--- config.mk ---
export PLATFORM = sky130hd
export DESIGN_NAME = traffic_phase_ctrl
export DESIGN_NICKNAME = d
export VERILOG_FILES = /design/src/rtl/traffic_phase_ctrl.sv
export SDC_FILE = /design/constraint.sdc
export NUM_CORES = 1
export LEC_CHECK = 0
export BUFFER_PORTS_ARGS = -buffer_cell sky130_fd_sc_hd__buf_2
export CORE_ASPECT_RATIO = 0.6
export CORE_MARGIN = 2
export CORE_UTILIZATION = 59
export CTS_CLUSTER_DIAMETER = 60
export CTS_CLUSTER_SIZE = 25
export DETAILED_ROUTE_END_ITERATION = 8
export HOLD_SLACK_MARGIN = 0.1
export PLACE_DENSITY = 0.79
export SLEW_MARGIN = 20
export SYNTH_ARGS = -nofsm -noshare
export SYNTH_HDL_FRONTEND = slang
export SYNTH_SLANG_ARGS = --single-unit
--- constraint.sdc ---
create_clock -name clk -period 2.24 [get_ports clk]
set_clock_uncertainty 0.15 [all_clocks]
set_input_delay 0.336 -clock clk [delete_from_list [all_inputs] [get_ports clk]]
set_output_delay 0.336 -clock clk [all_outputs]
set_load 0.1 [all_outputs]
--- src/rtl/traffic_phase_ctrl.sv ---
// traffic_phase_ctrl
// ------------------
// N-approach traffic-light phase controller. A prescaler derived from the
// system clock produces a one-cycle tick; every state, timer and lamp update
// happens only on clock edges where that tick is high. Approaches are served
// in turn through green, yellow and an all-red clearance. Optionally, only
// approaches with demand are served, and a flashing-yellow maintenance mode
// can be entered and left at any tick.
//
// Ports:
//   clk            system clock
//   p_reset        asynchronous, active-high reset
//   i_mode_select  1 = flash mode, 0 = normal cycling (sampled on tick)
//   i_skip_en      1 = serve only approaches with demand (sampled on tick)
//   i_demand       per-approach demand flags (sampled on tick)
//   o_green        green lamp per approach
//   o_yellow       yellow lamp per approach
//   o_red          red lamp per approach
//   o_phase_idx    approach currently or most recently served
//   o_tick         one-clock prescaler pulse
module traffic_phase_ctrl #(
   parameter int N_APPR   = 4,
   parameter int CLK_DIV  = 40000000,
   parameter int INIT_S   = 3,
   parameter int GREEN_S  = 6,
   parameter int YELLOW_S = 3,
   parameter int ALLRED_S = 1,
   parameter int FLASH_S  = 3,
   localparam int PIW     = (N_APPR > 1) ? $clog2(N_APPR) : 1
) (
   input  logic              clk,
   input  logic              p_reset,
   input  logic              i_mode_select,
   input  logic              i_skip_en,
   input  logic [N_APPR-1:0] i_demand,
   output logic [N_APPR-1:0] o_green,
   output logic [N_APPR-1:0] o_yellow,
   output logic [N_APPR-1:0] o_red,
   output logic [PIW-1:0]    o_phase_idx,
   output logic              o_tick
);

   // The dwell timer must hold the largest duration minus one.
   localparam int MAX_A = (INIT_S > GREEN_S) ? INIT_S : GREEN_S;
   localparam int MAX_B = (YELLOW_S > ALLRED_S) ? YELLOW_S : ALLRED_S;
   localparam int MAX_C = (MAX_A > MAX_B) ? MAX_A : MAX_B;
   localparam int MAXD  = (MAX_C > FLASH_S) ? MAX_C : FLASH_S;
   localparam int DW    = $clog2(MAXD + 1);
   localparam int PW    = (CLK_DIV > 1) ? $clog2(CLK_DIV) : 1;

   typedef enum logic [2:0] {
      ST_INIT,
      ST_GREEN,
      ST_YELLOW,
      ST_ALLRED,
      ST_FLASH_ON,
      ST_FLASH_OFF
   } state_t;

   state_t              r_state;
   state_t              w_nextState;
   logic [DW-1:0]       r_dwell;
   logic [DW-1:0]       w_nextDwell;
   logic [DW-1:0]       w_limit;
   logic                w_leave;
   logic [PW-1:0]       r_prescale;
   logic                r_tick;
   logic [PIW-1:0]      r_phaseIdx;
   logic [PIW-1:0]      w_nextIdx;
   logic [N_APPR-1:0]   r_green;
   logic [N_APPR-1:0]   r_yellow;
   logic [N_APPR-1:0]   r_red;
   logic [N_APPR-1:0]   w_nextGreen;
   logic [N_APPR-1:0]   w_nextYellow;
   logic [N_APPR-1:0]   w_nextRed;
   logic [N_APPR-1:0]   w_oneHot;

   // Picks the approach that follows the current one. With skipping enabled the
   // scan starts one past the current index and wraps, so the current index is
   // considered last; modulo arithmetic keeps this right for any N_APPR. With no
   // demand anywhere (or skipping off) plain rotation is used.
   function automatic logic [PIW-1:0] selectNext(
      input logic [PIW-1:0]    cur,
      input logic [N_APPR-1:0] dem,
      input logic              useSkip
   );
      int                idx;
      logic              found;
      logic [N_APPR-1:0] shifted;
      idx        = (int'(cur) + 1) % N_APPR;
      selectNext = PIW'(idx);
      found      = 1'b0;
      if (useSkip) begin
         for (int k = 1; k <= N_APPR; k++) begin
            idx     = (int'(cur) + k) % N_APPR;
            shifted = dem >> idx;
            if (!found && shifted[0]) begin
               found      = 1'b1;
               selectNext = PIW'(idx);
            end
         end
      end
      return selectNext;
   endfunction

   // Next-state logic. A flash request wins over any dwell expiry in the normal
   // states, and releasing flash mode goes straight back to the all-red start-up
   // interval. Phase index only moves when INIT or ALLRED hands over to GREEN,
   // so it holds through yellow, clearance and flash.
   always_comb begin
      w_nextState = r_state;
      w_nextIdx   = r_phaseIdx;
      w_limit     = '0;
      case (r_state)
         ST_INIT:      w_limit = DW'(INIT_S - 1);
         ST_GREEN:     w_limit = DW'(GREEN_S - 1);
         ST_YELLOW:    w_limit = DW'(YELLOW_S - 1);
         ST_ALLRED:    w_limit = DW'(ALLRED_S - 1);
         ST_FLASH_ON,
         ST_FLASH_OFF: w_limit = DW'(FLASH_S - 1);
         default:      w_limit = '0;
      endcase
      case (r_state)
         ST_INIT: begin
            if (i_mode_select) begin
               w_nextState = ST_FLASH_ON;
            end else if (r_dwell == w_limit) begin
               w_nextState = ST_GREEN;
               w_nextIdx   = '0;
            end
         end
         ST_GREEN: begin
            if (i_mode_select)             w_nextState = ST_FLASH_ON;
            else if (r_dwell == w_limit)   w_nextState = ST_YELLOW;
         end
         ST_YELLOW: begin
            if (i_mode_select)             w_nextState = ST_FLASH_ON;
            else if (r_dwell == w_limit)   w_nextState = ST_ALLRED;
         end
         ST_ALLRED: begin
            if (i_mode_select) begin
               w_nextState = ST_FLASH_ON;
            end else if (r_dwell == w_limit) begin
               w_nextState = ST_GREEN;
               w_nextIdx   = selectNext(r_phaseIdx, i_demand, i_skip_en);
            end
         end
         ST_FLASH_ON: begin
            if (!i_mode_select)            w_nextState = ST_INIT;
            else if (r_dwell == w_limit)   w_nextState = ST_FLASH_OFF;
         end
         ST_FLASH_OFF: begin
            if (!i_mode_select)            w_nextState = ST_INIT;
            else if (r_dwell == w_limit)   w_nextState = ST_FLASH_ON;
         end
         default: w_nextState = ST_INIT;
      endcase
      // Every transition is to a different state, so a state change is exactly
      // a state entry and restarts the dwell count.
      w_leave     = (w_nextState != r_state);
      w_nextDwell = w_leave ? '0 : (r_dwell + DW'(1));
   end

   // Lamp decode from the next state and index, so the registered lamps change
   // on the same tick edge as the state instead of one tick later.
   always_comb begin
      w_oneHot     = {{(N_APPR-1){1'b0}}, 1'b1} << w_nextIdx;
      w_nextRed    = '1;
      w_nextGreen  = '0;
      w_nextYellow = '0;
      case (w_nextState)
         ST_GREEN: begin
            w_nextGreen = w_oneHot;
            w_nextRed   = ~w_oneHot;
         end
         ST_YELLOW: begin
            w_nextYellow = w_oneHot;
            w_nextRed    = ~w_oneHot;
         end
         ST_FLASH_ON: begin
            w_nextYellow = '1;
            w_nextRed    = '0;
         end
         ST_FLASH_OFF: begin
            w_nextRed = '0;
         end
         default: begin
            w_nextRed = '1;
         end
      endcase
   end

   // Prescaler and tick register run every cycle; the controller state, dwell
   // timer, phase index and lamps only advance on the edge where tick is high.
   always_ff @(posedge clk or posedge p_reset) begin
      if (p_reset) begin
         r_prescale <= '0;
         r_tick     <= 1'b0;
         r_state    <= ST_INIT;
         r_dwell    <= '0;
         r_phaseIdx <= '0;
         r_green    <= '0;
         r_yellow   <= '0;
         r_red      <= '1;
      end else begin
         if (r_prescale == PW'(CLK_DIV - 1)) begin
            r_prescale <= '0;
            r_tick     <= 1'b1;
         end else begin
            r_prescale <= r_prescale + PW'(1);
            r_tick     <= 1'b0;
         end
         if (r_tick) begin
            r_state    <= w_nextState;
            r_dwell    <= w_nextDwell;
            r_phaseIdx <= w_nextIdx;
            r_green    <= w_nextGreen;
            r_yellow   <= w_nextYellow;
            r_red      <= w_nextRed;
         end
      end
   end

   assign o_green     = r_green;
   assign o_yellow    = r_yellow;
   assign o_red       = r_red;
   assign o_phase_idx = r_phaseIdx;
   assign o_tick      = r_tick;

endmodule

# --- Word level (Yosys, flattened, before mapping) ---
# Cells that the tools add are included.
totals:
  regBits: 47
  out_inout_bits: 15
  elab_cells: 93
classes:
  n_addsub: 6
  eq_ne: 12
  shifts: 5
  muxes: 42
  n_bitwise: 5
  n_reduce_logical: 15
ops:
  columns: ["cell", "n"]
  rows:
  - ["4-bit by 32-bit >> shifter with 1-bit output", 4]
  - ["3-bit two-way mux", 11]
  - ["26-bit by 1-bit adder with 26-bit output, second input constant", 1]
  - ["26-bit equality test, second input constant", 1]
  - ["26-bit two-way mux", 1]
  - ["1-bit two-way mux", 16]
  - ["2-bit two-way mux", 8]
  - ["4-bit one-hot mux with 2 select lines", 2]
  - ["3-bit one-hot mux with 5 select lines", 1]
  - ["2-bit OR reduction", 7]
  - ["3-bit equality test, second input constant", 4]
  - ["3-bit by 2-bit equality test with 1-bit output, second input constant", 3]
  - ["3-bit by 1-bit equality test with 1-bit output, second input constant", 2]
  - ["3-bit one-hot mux with 2 select lines", 1]
  - ["2-bit by 1-bit adder with 2-bit output, second input constant", 2]
  - ["2-bit adder, second input constant", 2]
  - ["1-bit AND, first input constant", 4]
  - ["4-bit two-way mux", 1]
  - ["4-bit NOT", 1]
  - ["2-bit one-hot mux with 2 select lines", 1]
  - ["4-bit OR reduction", 1]
  - ["1-bit by 2-bit left shift with 4-bit output, first input constant", 1]
  - ["3-bit by 1-bit adder with 3-bit output, second input constant", 1]
  - ["3-bit equality test", 1]
  - ["4 further kinds", 8]

# --- Depth between registers and ports, before layout ---
# Gate-level depths: netlist of run 1.
logic_depth:
  ltp_word: 33
  ltp_mapped: 8
  depth_no_buf: 6

# --- Worst setup path before layout of run 1 ---
# OpenSTA, ideal clock, no wires.
synth_timing:
  path_type: "reg2reg"
  from: "reg r_phaseIdx[1], in the netlist o_phase_idx[1]"
  to: "reg r_yellow[3], in the netlist o_yellow[3]"
  setup_ns: 0.143
  t_arrival_ns: 2.270
  t_required_ns: 1.947
  slack_ns: -0.323
  path_stages_with_launch: 8
  path_buffers: 1
  period_less_slack_ns: 2.563
  path_cell_list: "dfrtp_1 -> buf_2 -> nor3b_1 -> nor3b_1 -> a311oi_1 -> o31ai_2 -> o311a_4 -> o221ai_1"
synth_between:
  elab_chain_cells: 32
  word_cells_on_any_way: 48
  cone_classes: "4 x add/sub; 5 x shift; 25 x mux; 4 x bitwise; 10 x reduce/logical"
synth_lines:
  columns: ["item", "line_no", "source"]
  rows:
  - ["start, declared", "68", "logic [PIW-1:0] r_phaseIdx;"]
  - ["start signal, assigned", "216", "r_phaseIdx <= w_nextIdx;"]
  - ["2-bit by 1-bit adder with 2-bit output", "90, 95", null]
  - ["2-bit OR reduction (no line)", null, null]
  - ["1-bit AND (no line)", null, null]
  - ["4-bit by 32-bit >> shifter with 1-bit output", "96", "shifted = dem >> idx;"]
  - ["1-bit two-way mux", "97", "if (!found && shifted[0]) begin"]
  - ["1-bit two-way mux", "93", "if (useSkip) begin"]
  - ["1-bit two-way mux", "143", "end else if (r_dwell == w_limit) begin"]
  - ["1-bit two-way mux", "141", "if (i_mode_select) begin"]
  - ["[16 not listed]", null, null]
  - ["1-bit logical AND", "97", null]
  - ["2-bit two-way mux", "97", null]
  - ["2-bit two-way mux", "93", null]
  - ["2-bit two-way mux", "143", null]
  - ["2-bit two-way mux", "141", null]
  - ["2-bit one-hot mux with 2 select lines (*)", "123", "case (r_state)"]
  - ["1-bit by 2-bit left shift with 4-bit output (*)", "167", "w_oneHot = {{(N_APPR-1){1'b0}}, 1'b1} << w_nextIdx;"]
  - ["4-bit one-hot mux with 2 select lines (*)", "171", "case (w_nextState)"]
  - ["end signal, assigned", "218", "r_yellow <= w_nextYellow;"]
  - ["end, declared", "71", "logic [N_APPR-1:0] r_yellow;"]
# Every way passes the cells marked *; elsewhere a longest branch is shown, timed or not. The select of a mux whose other input is x is not followed.
# A chain may end at the register's enable or synchronous reset.

# --- Worst setup path in the final report of run 1 ---
layout_timing:
  from: "reg r_dwell[2]"
  to: "reg r_yellow[2], in the netlist o_yellow[2]"
layout_between:
  elab_chain_cells: 6
  word_cells_on_any_way: 21
  cone_classes: "3 x eq/ne; 1 x shift; 17 x mux"
layout_lines:
  columns: ["item", "line_no", "source"]
  rows:
  - ["start, declared", "62", "logic [DW-1:0] r_dwell;"]
  - ["start signal, assigned", "215", "r_dwell <= w_nextDwell;"]
  - ["3-bit equality test (*)", null, null]
  - ["3-bit two-way mux (tied with other cells)", "154", "else if (r_dwell == w_limit) w_nextState = ST_FLASH_ON;"]
  - ["3-bit two-way mux (tied with other cells)", "153", "if (!i_mode_select) w_nextState = ST_INIT;"]
  - ["3-bit one-hot mux with 5 select lines / 2-bit one-hot mux with 2 select lines (equally long branches)", "123", null]
  - ["3-bit equality test (tied with other cells)", "171", null]
  - ["4-bit one-hot mux with 2 select lines (*)", "171", null]
# Every way passes the cells marked *; elsewhere a longest branch is shown, timed or not.

==> results of run 1 <==
cell type report:
cell class              count  share of cell area, %
clock buffers               7                  3.249
clock inverters             1                 0.2532
inverters                  12                  1.519
multi-input cells         194                  44.51
flip-flops and latches     47                  40.08
well taps                  60                  2.532
repair buffers             38                  7.848
state kept, by name, indices dropped and copies added, names as in the netlist:
| name | flops |
|---|---|
| o_yellow | 4 |
| o_phase_idx | 2 |
| r_prescale | 26 |
| r_state | 3 |
| o_tick | 1 |
| r_dwell | 3 |
| o_red | 4 |
| o_green | 4 |
cell usage after synthesis, types with 2 or more instances:
master	n	area, um2
dfrtp_1	43	1076
nor2_1	24	90.09
nand2_1	21	78.83
nand3_1	19	95.09
xnor2_1	17	148.9
inv_1	12	45.04
o21ai_0	11	55.05
nand2b_1	10	62.56
xor2_1	10	87.58
a21oi_1	8	40.04
and3_1	7	43.79
buf_2	6	30.03
o22ai_1	6	37.54
and4_1	5	43.79
clkbuf_1	5	18.77
dfstp_2	4	105.1
nand4_1	4	25.02
nor3b_1	4	30.03
nor2b_1	3	18.77
a22oi_1	2	15.01
a31oi_1	2	12.51
ha_1	2	25.02
nand3b_1	2	15.01
nor2_2	2	12.51
nor3_1	2	10.01
nor4_1	2	12.51
nor4b_1	2	17.52
o211ai_1	2	15.01
o221a_1	2	22.52
o221ai_1	2	17.52
o311ai_4	2	52.55
layer usage:
metal	global-route usage, %	vias up	part of all wire, %
met3	4.502	5	6.8
met4	9.670	0	1.1
li1	-	1013	-
met5	0	-	0
met1	41.75	1016	53
met2	31.93	84	39
stage by stage:
stage	hold slack (ns)	area, um2
final	0.3488	2965
after global routing	0.3676	2965
after CTS	0.3354	2957
after detailed placement	0.2817	2843
after global placement	0.2820	2843
after floorplan	0.3013	2613
cell families after synthesis:
| group | count (synthesis) | synth area share (%) |
|---|---|---|
| xor gates and xnor gates | 27 | 9.078 |
| and+or+nand+nor | 113 | 23.68 |
| adders and majority gates | 2 | 0.9605 |
| AOI/OAI and AO/OA | 50 | 15.80 |
| muxes | 2 | 0.8165 |
| buffers and inverters | 25 | 4.323 |
| DFF | 47 | 45.34 |
power by group:
part / internal [W] / switching [W]
clock: 0.000281 / 0.000285
combinational: 0.0000133 / 0.0000300
sequential: 0.000848 / 0
total: 0.00114 / 0.000315
worst paths after layout:
path                                  to
hold / removal             r_prescale[4]
hold reg to reg            r_prescale[4]
setup / recovery             o_yellow[2]
max in group asynchronous  r_prescale[5]
setup reg to reg             o_yellow[2]
min in group asynchronous    o_yellow[1]
critical path, stage by stage (launching register included):
cell      delay, ns
dfrtp_1        0.45
nor4b_2        0.36
o21ai_0        0.13
and3_2         0.28
o311ai_4       0.45
o221ai_1       0.19
timing repair:
action,4_1_cts,5_1_grt
gates resized for setup,0,3
endpoints found under the setup margin,0,6
hold endpoints to repair,23,0
hold buffers,1,0
buffers inserted,0,0
==> key figures, run 1 <==
Outcome
  • Status: complete, no violations

Detailed routing
  • Initial DRC count: between 150 and 200
  • Vias: 2,118
  • Drt first pass iters: 5
  • DRT Wirelength: ~5.7 mm
  • WL/cell: between 15 and 20 um
  • Antenna Nets Post-Route: 0
  • Drt drc: 0
  • Vias per Instance: roughly 6

Floorplanning
  • # rows: 18
  • Ports: 23
  • Initial Util: a little over three fifths
  • Die footprint: ~5000 um2
  • Die height: 55.47 um
  • Die W: about 90 um
  • Core area: 4167 um2

Clocking
  • Root Buffer: clkbuf_8
  • # H-tree levels: 2
  • CTS tree: done
  • Clock sink count: 47
  • Clock slew at reported path FFs: roughly 0.090 ns
  • Cts bufs inserted: 5
  • CTS max path bufs: 2
  • Latest clock arrival within the worst-skew pair: 0.31 ns

Logic synthesis
  • Cells after synthesis: around 270
  • Mapped Nets: 276
  • Sequential share of the synthesized area: between 40% and 50%
  • FFs w/ async S/R, synth: 100.0%
  • Number of flops mapped to enable cells by yosys: 0
  • Syn_area_per_cell: between 9 and 10 um2
  • Mapped Area: about 2600 um2
  • Netlist cell types: 54
  • #FFs+latches synth: 47
  • Ys flop type: dfrtp_1
  • Synth warn: 0

GRT
  • Total gr overflow: 0
  • Vias in the first global route: a little under 2k
  • GRT Util Overall: between 20% and 30%
  • Largest net degree at the start of global routing: 30
  • Initial antenna violation count: 0
  • First-pass GRT wire length: between 9 and 10 mm

Worst setup path
  • Crit end category: flip-flop
  • Cell depth of the worst flop-to-flop path: 5
  • R2R setup slack: roughly 0.09 ns
  • Launch point of the worst path: r_dwell[2]
  • Crit Reg-Reg Startpoint: r_dwell[2]
  • Crit Path Max Fanout: 6
  • Arr. time, crit path: 2.17 ns
  • CP Launch Type: flip-flop
  • WP data required: approximately 2.3 ns
  • Crit path kind: flip-flop to flip-flop

Timing
  • Final hold viol count: 0
  • Final worst path period share: roughly 96%
  • Peak Freq: between 0.4 and 0.5 GHz
  • Final Setup Violations: 0
  • Worst Max-Slew Pin Slew: approximately 0.57 ns
  • Min Tclk post-route: around 2.2 ns
  • RSZ-0062 raised after global routing: yes
  • Final max-slew violation count: 0
  • Worst rel slew slack: approximately three fifths
  • Setup_tns: 0 ns
  • Final worst slack: 0.08883 ns

Cells and area
  • Post-layout util: between 70% and 80%
  • Register area: between 1000 and 1500 um2
  • N_diodes: 0
  • Fin cells: 359
  • NumNets Final: slightly above 300
  • Commonest non-fill, non-tap cells in the layout: dfrtp_1 (41), nor2_1 (24), buf_2 (22)
  • Fillers: 307
  • Most common cell after layout, fill and taps aside: dfrtp_1
  • Area of the multi-input gates: 1320 um2
  • P&R area growth vs syn: 13.83%
  • Share of layout cells above drive strength 1: between 20% and 30%

Worst hold path
  • Hold Crit Start: r_prescale[4]
  • Hold path depth: 1
  • Hold WC Path Type: flip-flop to flip-flop

Place
  • GPL Wtd Cong: slightly below 0.9
  • Number of port buffers: 22
  • Pre-CTS WS: between 0.09 and 0.1 ns
  • Post-placement cell count: 350
  • Hpwl dp: 4.145 mm

Flow run
  • MaxCap Viol Count: 0

Power
  • IR Drop Worst-Case VDD: 0.3855 mV
  • Cell Pwr Density: approximately 500 nW/um2
  • PnR Total Power: between 0.001 and 0.0015 W
  • Static leakage: ~1.3 nW
Power figures use the tool's default switching activity.
==> run 2: changes to the inputs <==
Settings changed: ABC_AREA from default to 1, CORE_MARGIN 2 to default, CORE_UTILIZATION 59 to 60, PLACE_DENSITY 0.79 to 0.8.
==> key figures, run 2 <==
Outcome
  • Status: complete, no violations

Worst setup path
  • WP data required: 2.31 ns (+0.05 ns)
  • Crit path kind: flip-flop to flip-flop
  • Crit Path Max Fanout: 8 (+2)
  • Arr. time, crit path: 2.11 ns (-0.06 ns)
  • Crit end category: flip-flop
  • CP Launch Type: flip-flop

Logic synthesis
  • FFs w/ async S/R, synth: 100.0% (unchanged)
  • Sequential share of the synthesized area: 41.08% (-4.3 points)
  • Mapped Area: 2875 um2 (+10%)
  • Number of flops mapped to enable cells by yosys: 0 (unchanged)
  • Area leader, netlist: dfrtp_1
  • Post-synth top area share: 37.42% (-3.9 points)
  • Count leader, synth: nand2_1
  • Synth warn: 0 (unchanged)
  • Mapped Nets: 399 (+45%)
  • Top cells by area, synth: dfrtp_1 (37%), nand2_1 (14%), inv_1 (6.3%)
  • Commonest cells post-synth: nand2_1 (108), inv_1 (48), dfrtp_1 (43)
  • Netlist cell types: 35 (-35%)
  • Cells after synthesis: 389 (+46%)
  • #FFs+latches synth: 47 (unchanged)
  • Ys flop type: dfrtp_1
  • Syn_area_per_cell: 7.391 um2 (-25%)

GRT
  • Met3 usage: 4.645% (+0.14 points)
  • First-pass GRT wire length: 10.92 mm (+12%)
  • Met2 usage: 37.66% (+5.7 points)
  • Met1 Track Usage GR: 43.86% (+2.1 points)
  • Largest net degree at the start of global routing: 20 (-33%)
  • Total gr overflow: 0 (unchanged)
  • GRT Util Overall: 27.23% (+2.1 points)
  • Vias in the first global route: 2,350 (+20%)
  • Grt peak-use layer: met1
  • Initial antenna violation count: 0 (unchanged)

Cells and area
  • Commonest non-fill, non-tap cells in the layout: nand2_1 (108), inv_1 (47), dfrtp_1 (41)
  • Post-layout util: 70.08% (-1.1 points)
  • Biggest register: r_prescale
  • Most common cell after layout, fill and taps aside: nand2_1
  • Fillers: 371 (+21%)
  • NumNets Final: 434 (+41%)
  • P&R area growth vs syn: 11.84%
  • Register area: 1184 um2 (-0.42%)
  • Share of layout cells above drive strength 1: 20.71% (-1.7 points)
  • N_diodes: 0 (unchanged)
  • Max reg flops: 26 (unchanged)
  • Area of the multi-input gates: 1459 um2 (+11%)

Power
  • Static leakage: 1.667 nW (+29%)
  • Cell Pwr Density: 448.7 nW/um2 (-8.7%)
  • IR Drop Worst-Case VDD: 0.3369 mV (-13%)

Clocking
  • CTS tree: done
  • Root Buffer: clkbuf_8
  • Clock slew at reported path FFs: 0.09 ns (about the same)
  • CTS max path bufs: 2 (unchanged)
  • Latest clock arrival within the worst-skew pair: 0.30 ns (about the same)
  • Cts bufs inserted: 5 (unchanged)
  • Clock sink count: 47 (unchanged)
  • # H-tree levels: 2 (unchanged)

Timing
  • Final worst path period share: 91.15% (-4.9 points)
  • Final Setup Violations: 0 (unchanged)
  • Worst rel slew slack: 62.05% (+0.097 points)
  • Peak Freq: 0.4898 GHz (+5.4%)
  • Final max-slew violation count: 0 (unchanged)
  • Worst Max-Slew Pin Slew: 0.5650 ns (-0.004967 ns)
  • Min Tclk post-route: 2.042 ns (-0.1094 ns)
  • RSZ-0062 raised after global routing: no
  • Final hold viol count: 0 (unchanged)
  • Setup_tns: 0 ns (unchanged)

Floorplanning
  • Die height: 55.62 um (+0.27%)
  • Die W: 91.37 um (+1.8%)
  • Ports: 23 (unchanged)
  • Core area: 4588 um2 (+10%)
  • Die footprint: 5082 um2 (+2.0%)
  • # rows: 19 (+1)
  • Initial Util: 62.67% (+0.14 points)

Detailed routing
  • Vias per Instance: 5.324 (-9.8%)
  • DRT Wirelength: 6.302 mm (+11%)
  • Initial DRC count: 174 (unchanged)
  • Drt first pass iters: 4 (-1)
  • Vias: 2,598 (+23%)
  • Antenna Nets Post-Route: 0 (unchanged)
  • WL/cell: 12.91 um (-18%)
  • Drt drc: 0 (unchanged)

Place
  • GPL Wtd Cong: 0.9472 (+7.6%)
  • Number of port buffers: 22 (unchanged)
  • Hpwl dp: 4.792 mm (+16%)

Flow run
  • MaxCap Viol Count: 0 (unchanged)

Worst hold path
  • Hold WC Path Type: flip-flop to flip-flop
run 2: per-layer routing:
metal  part of all wire (%)  wire length (um)
met4                   0.24                15
met3                    5.8               366
met2                     41              2588
met1                     53              3331
met5                      0                 0
run 2: kinds of logic after synthesis:
kind of cell	after synthesis	share of synthesized area [%]
AOI/OAI and AO/OA	40	8.181
and+or+nand+nor	224	36.60
xor gates and xnor gates	16	4.874
adders and majority gates	2	0.8702
buffers and inverters	60	8.398
DFF	47	41.08
run 2: critical path, cell delays in order, from the launching register on:
cell and delay (ns):
dfrtp_1 0.52, nand2_1 0.14, nand3_1 0.14, nand2_2 0.08
nor2_4 0.14, nand2_1 0.09, nand2_1 0.11, nand3_2 0.11
nor2_2 0.23, nand3_1 0.13, a21oi_1 0.14
run 2: worst paths after layout:
kind | from | end | slack, ns | cells past startpoint
hold / removal | r_prescale[0] | r_prescale[0] | 0.32 | 1
setup reg to reg | r_state[1] | o_yellow[2] | 0.20 | 10
max in group asynchronous | p_reset | o_red[2] | 0.94 | 4
hold reg to reg | r_prescale[0] | r_prescale[0] | 0.32 | 1
setup / recovery | r_state[1] | o_yellow[2] | 0.20 | 10
min in group asynchronous | p_reset | r_prescale[5] | 0.38 | 3
run 2: cell type report:
class	count	share of cell area, %
clock buffer	7	2.685
clock inverter	1	0.1556
inverter	55	6.537
sequential	47	36.81
timing repair buffer	33	5.992
tap	63	2.451
multi-input combinational	282	45.37
run 2: metrics by stage:
step | instances | setup slack (ns) | cell area (um2) | hold WS, ns | total power (W)
6_report | 488 | 0.1982 | 3216 | 0.3151 | 0.001443
5_1_grt | 488 | 0.01311 | 3216 | 0.3359 | 0.001491
4_1_cts | 482 | 0.1708 | 3164 | 0.3207 | 0.001453
3_5_place_dp | 473 | 0.1875 | 3063 | 0.1614 | 0.0009251
3_3_place_gp | 473 | 0.2098 | 3063 | 0.1497 | 0.0009234
2_1_floorplan | 389 | 0.07067 | 2878 | 0.2829 | 0.0009031
run 2: what timing repair did:
action | in CTS | in global routing
hold buffers | 1 | 0
resized for setup | 0 | 2
endpoints found under the setup margin | 0 | 12
endpoints found under the hold margin | 13 | 0
buffers inserted | 0 | 6
run 2: power breakdown:
group | internal, W | switching (W)
Sequential | 0.000848 | 0
Clock | 0.000250 | 0.000284
Combinational | 0.0000188 | 0.0000422
Total | 0.00112 | 0.000326
==> run 3: changes to the inputs <==
Settings changed: BUFFER_PORTS_ARGS -buffer_cell sky130_fd_sc_hd__buf_2 to -buffer_cell sky130_fd_sc_hd__buf_4.
==> key figures, run 3 (same netlist as run 2, synthesis figures left out) <==
Power
  • Static leakage: 1.670 nW (+0.16%)
  • Cell Pwr Density: 446.6 nW/um2 (-0.46%)
  • IR Drop Worst-Case VDD: 0.3515 mV (+4.3%)

GRT
  • Total gr overflow: 0 (unchanged)
  • Initial antenna violation count: 0 (unchanged)
  • Largest net degree at the start of global routing: 31 (+55%)
  • GRT Util Overall: 27.88% (+0.65 points)
  • Vias in the first global route: 2,391 (+1.7%)
  • First-pass GRT wire length: 11.10 mm (+1.6%)

Timing
  • Final max-slew violation count: 0 (unchanged)
  • Peak Freq: 0.4871 GHz (-0.55%)
  • Worst Max-Slew Pin Slew: 0.6240 ns (+0.05904 ns)
  • Min Tclk post-route: 2.053 ns (+0.01124 ns)
  • Final worst path period share: 91.65% (+0.50 points)
  • Final hold viol count: 0 (unchanged)
  • RSZ-0062 raised after global routing: no
  • Setup_tns: 0 ns (unchanged)
  • Worst rel slew slack: 58.34% (-3.7 points)
  • Final Setup Violations: 0 (unchanged)

Worst setup path
  • Slowest stage delay, CP: 0.38 ns (-0.14 ns)
  • Launch point of the worst path: r_prescale[0]
  • CP Cell Sequence: ha_1, nand4_2, nor3b_2, nand2_2, nor2_4, nand2_2, nor3_2, xor2_1
  • Cell depth of the worst flop-to-flop path: 8 (-2)
  • Reg-to-Reg End: r_prescale[24]
  • CP Launch Type: flip-flop
  • WP data required: 2.33 ns (+0.02 ns)
  • Critical Path Slowest Stage Cell: dfrtp_1
  • Crit end category: flip-flop
  • R2R setup slack: 0.19 ns (about the same)
  • Crit path kind: flip-flop to flip-flop
  • Crit Reg-Reg Startpoint: r_prescale[0]
  • Crit Path Max Fanout: 6 (-2)
  • Most Frequent Cell on Critical Path: nand2_2
  • Arr. time, crit path: 2.14 ns (+0.03 ns)

Floorplanning
  • Die footprint: 5082 um2 (unchanged)
  • Initial Util: 62.67% (unchanged)
  • Die W: 91.37 um (unchanged)
  • Die height: 55.62 um (unchanged)
  • Core area: 4588 um2 (unchanged)
  • Ports: 23 (unchanged)
  • # rows: 19 (unchanged)

Worst hold path
  • Hold path depth: 1 (unchanged)
  • Hold WC Path Type: flip-flop to flip-flop
  • Min-Delay Endpoint: r_prescale[0]
  • Hold Crit Start: r_prescale[0]

Detailed routing
  • Vias: 2,622 (+0.92%)
  • Drt drc: 0 (unchanged)
  • WL/cell: 13.19 um (+2.2%)
  • Antenna Nets Post-Route: 0 (unchanged)
  • Initial DRC count: 219 (+26%)
  • Drt first pass iters: 4 (unchanged)
  • Vias per Instance: 5.395 (+1.3%)
  • DRT Wirelength: 6.412 mm (+1.7%)

Clocking
  • CTS tree: done
  • # H-tree levels: 2 (unchanged)
  • Clock sink count: 47 (unchanged)
  • Cts bufs inserted: 5 (unchanged)
  • Latest clock arrival within the worst-skew pair: 0.30 ns (about the same)
  • Clock slew at reported path FFs: 0.10 ns (about the same)
  • CTS max path bufs: 2 (unchanged)
  • Root Buffer: clkbuf_8

Cells and area
  • N_diodes: 0 (unchanged)
  • Commonest non-fill, non-tap cells in the layout: nand2_1 (108), inv_1 (47), dfrtp_1 (40)
  • NumNets Final: 432 (-0.46%)
  • Fin cells: 486 (-0.41%)
  • Biggest register: r_prescale
  • P&R area growth vs syn: 13.58%
  • Max reg flops: 26 (unchanged)
  • Share of layout cells above drive strength 1: 20.80% (+0.098 points)
  • Fillers: 376 (+1.3%)
  • Most common cell after layout, fill and taps aside: nand2_1

Place
  • Hpwl dp: 4.920 mm (+2.7%)
  • Post-placement cell count: 473 (unchanged)
  • Number of port buffers: 22 (unchanged)
  • GPL Wtd Cong: 0.8913 (-5.9%)

Flow run
  • MaxCap Viol Count: 0 (unchanged)

Outcome
  • Status: complete, no violations
run 3: power breakdown:
part	leakage [nW]	internal (W)	switching (W)	total, W
registers	0.544	0.000848	0	0.000848
logic	1.08	0.0000222	0.0000419	0.0000641
clock network	0.0474	0.000252	0.000294	0.000546
run 3: layout make-up:
| class | count | area [um2] | share of cell area [%] |
|---|---|---|---|
| flip-flops and latches | 47 | 1185 | 36.28 |
| inverters | 55 | 210.2 | 6.437 |
| well taps | 63 | 78.83 | 2.414 |
| multi-input cells | 282 | 1458 | 44.64 |
| clock inverters | 2 | 16.27 | 0.4981 |
| clock buffers | 6 | 82.58 | 2.529 |
| repair buffers | 31 | 235.2 | 7.203 |
run 3: routing by layer:
metal | global-route usage [%] | wire, um
met5 | 0 | 0
met4 | 6.349 | 44
met3 | 5.874 | 417
met2 | 38.85 | 2607
met1 | 44.33 | 3343
run 3: how the worst max path moves through the flow:
stage,to,slack [ns],cells past startpoint
2_1_floorplan,o_red[2],0.07,17
3_3_place_gp,o_red[2],0.22,15
3_5_place_dp,o_red[2],0.17,15
4_1_cts,o_red[3],0.16,15
5_1_grt,r_prescale[20],0.005,10
6_report,r_prescale[24],0.19,8
run 3: critical path: cells and delay by family, from the launching register on:
| kind | cells | cell delay [ns] |
|---|---|---|
| and+or+nand+nor | 6 | 1.06 |
| DFF | 1 | 0.38 |
| adders and majority gates | 1 | 0.23 |
| xor gates and xnor gates | 1 | 0.16 |
run 3: timing repair:
item	4_1_cts	5_1_grt
hold buffers	1	0
gates resized for setup	0	3
setup buffers	0	4
endpoints found under the hold margin	24	0
setup endpoints to repair	0	10
run 3: through the flow:
| step | setup WS [ns] | power (W) | hold slack, ns | util (%) | cell area (um2) |
|---|---|---|---|---|---|
| after global routing | 0.005326 | 0.001521 | 0.3303 | 71.18 | 3266 |
| after CTS | 0.1618 | 0.001471 | 0.3253 | 70.33 | 3227 |
| final | 0.1870 | 0.001458 | 0.3225 | 71.18 | 3266 |
| after floorplan | 0.07067 | 0.0009031 | 0.2829 | - | 2878 |
| after global placement | 0.2242 | 0.0009272 | 0.2971 | 67.96 | 3118 |
| after detailed placement | 0.1743 | 0.0009273 | 0.3000 | 67.96 | 3118 |
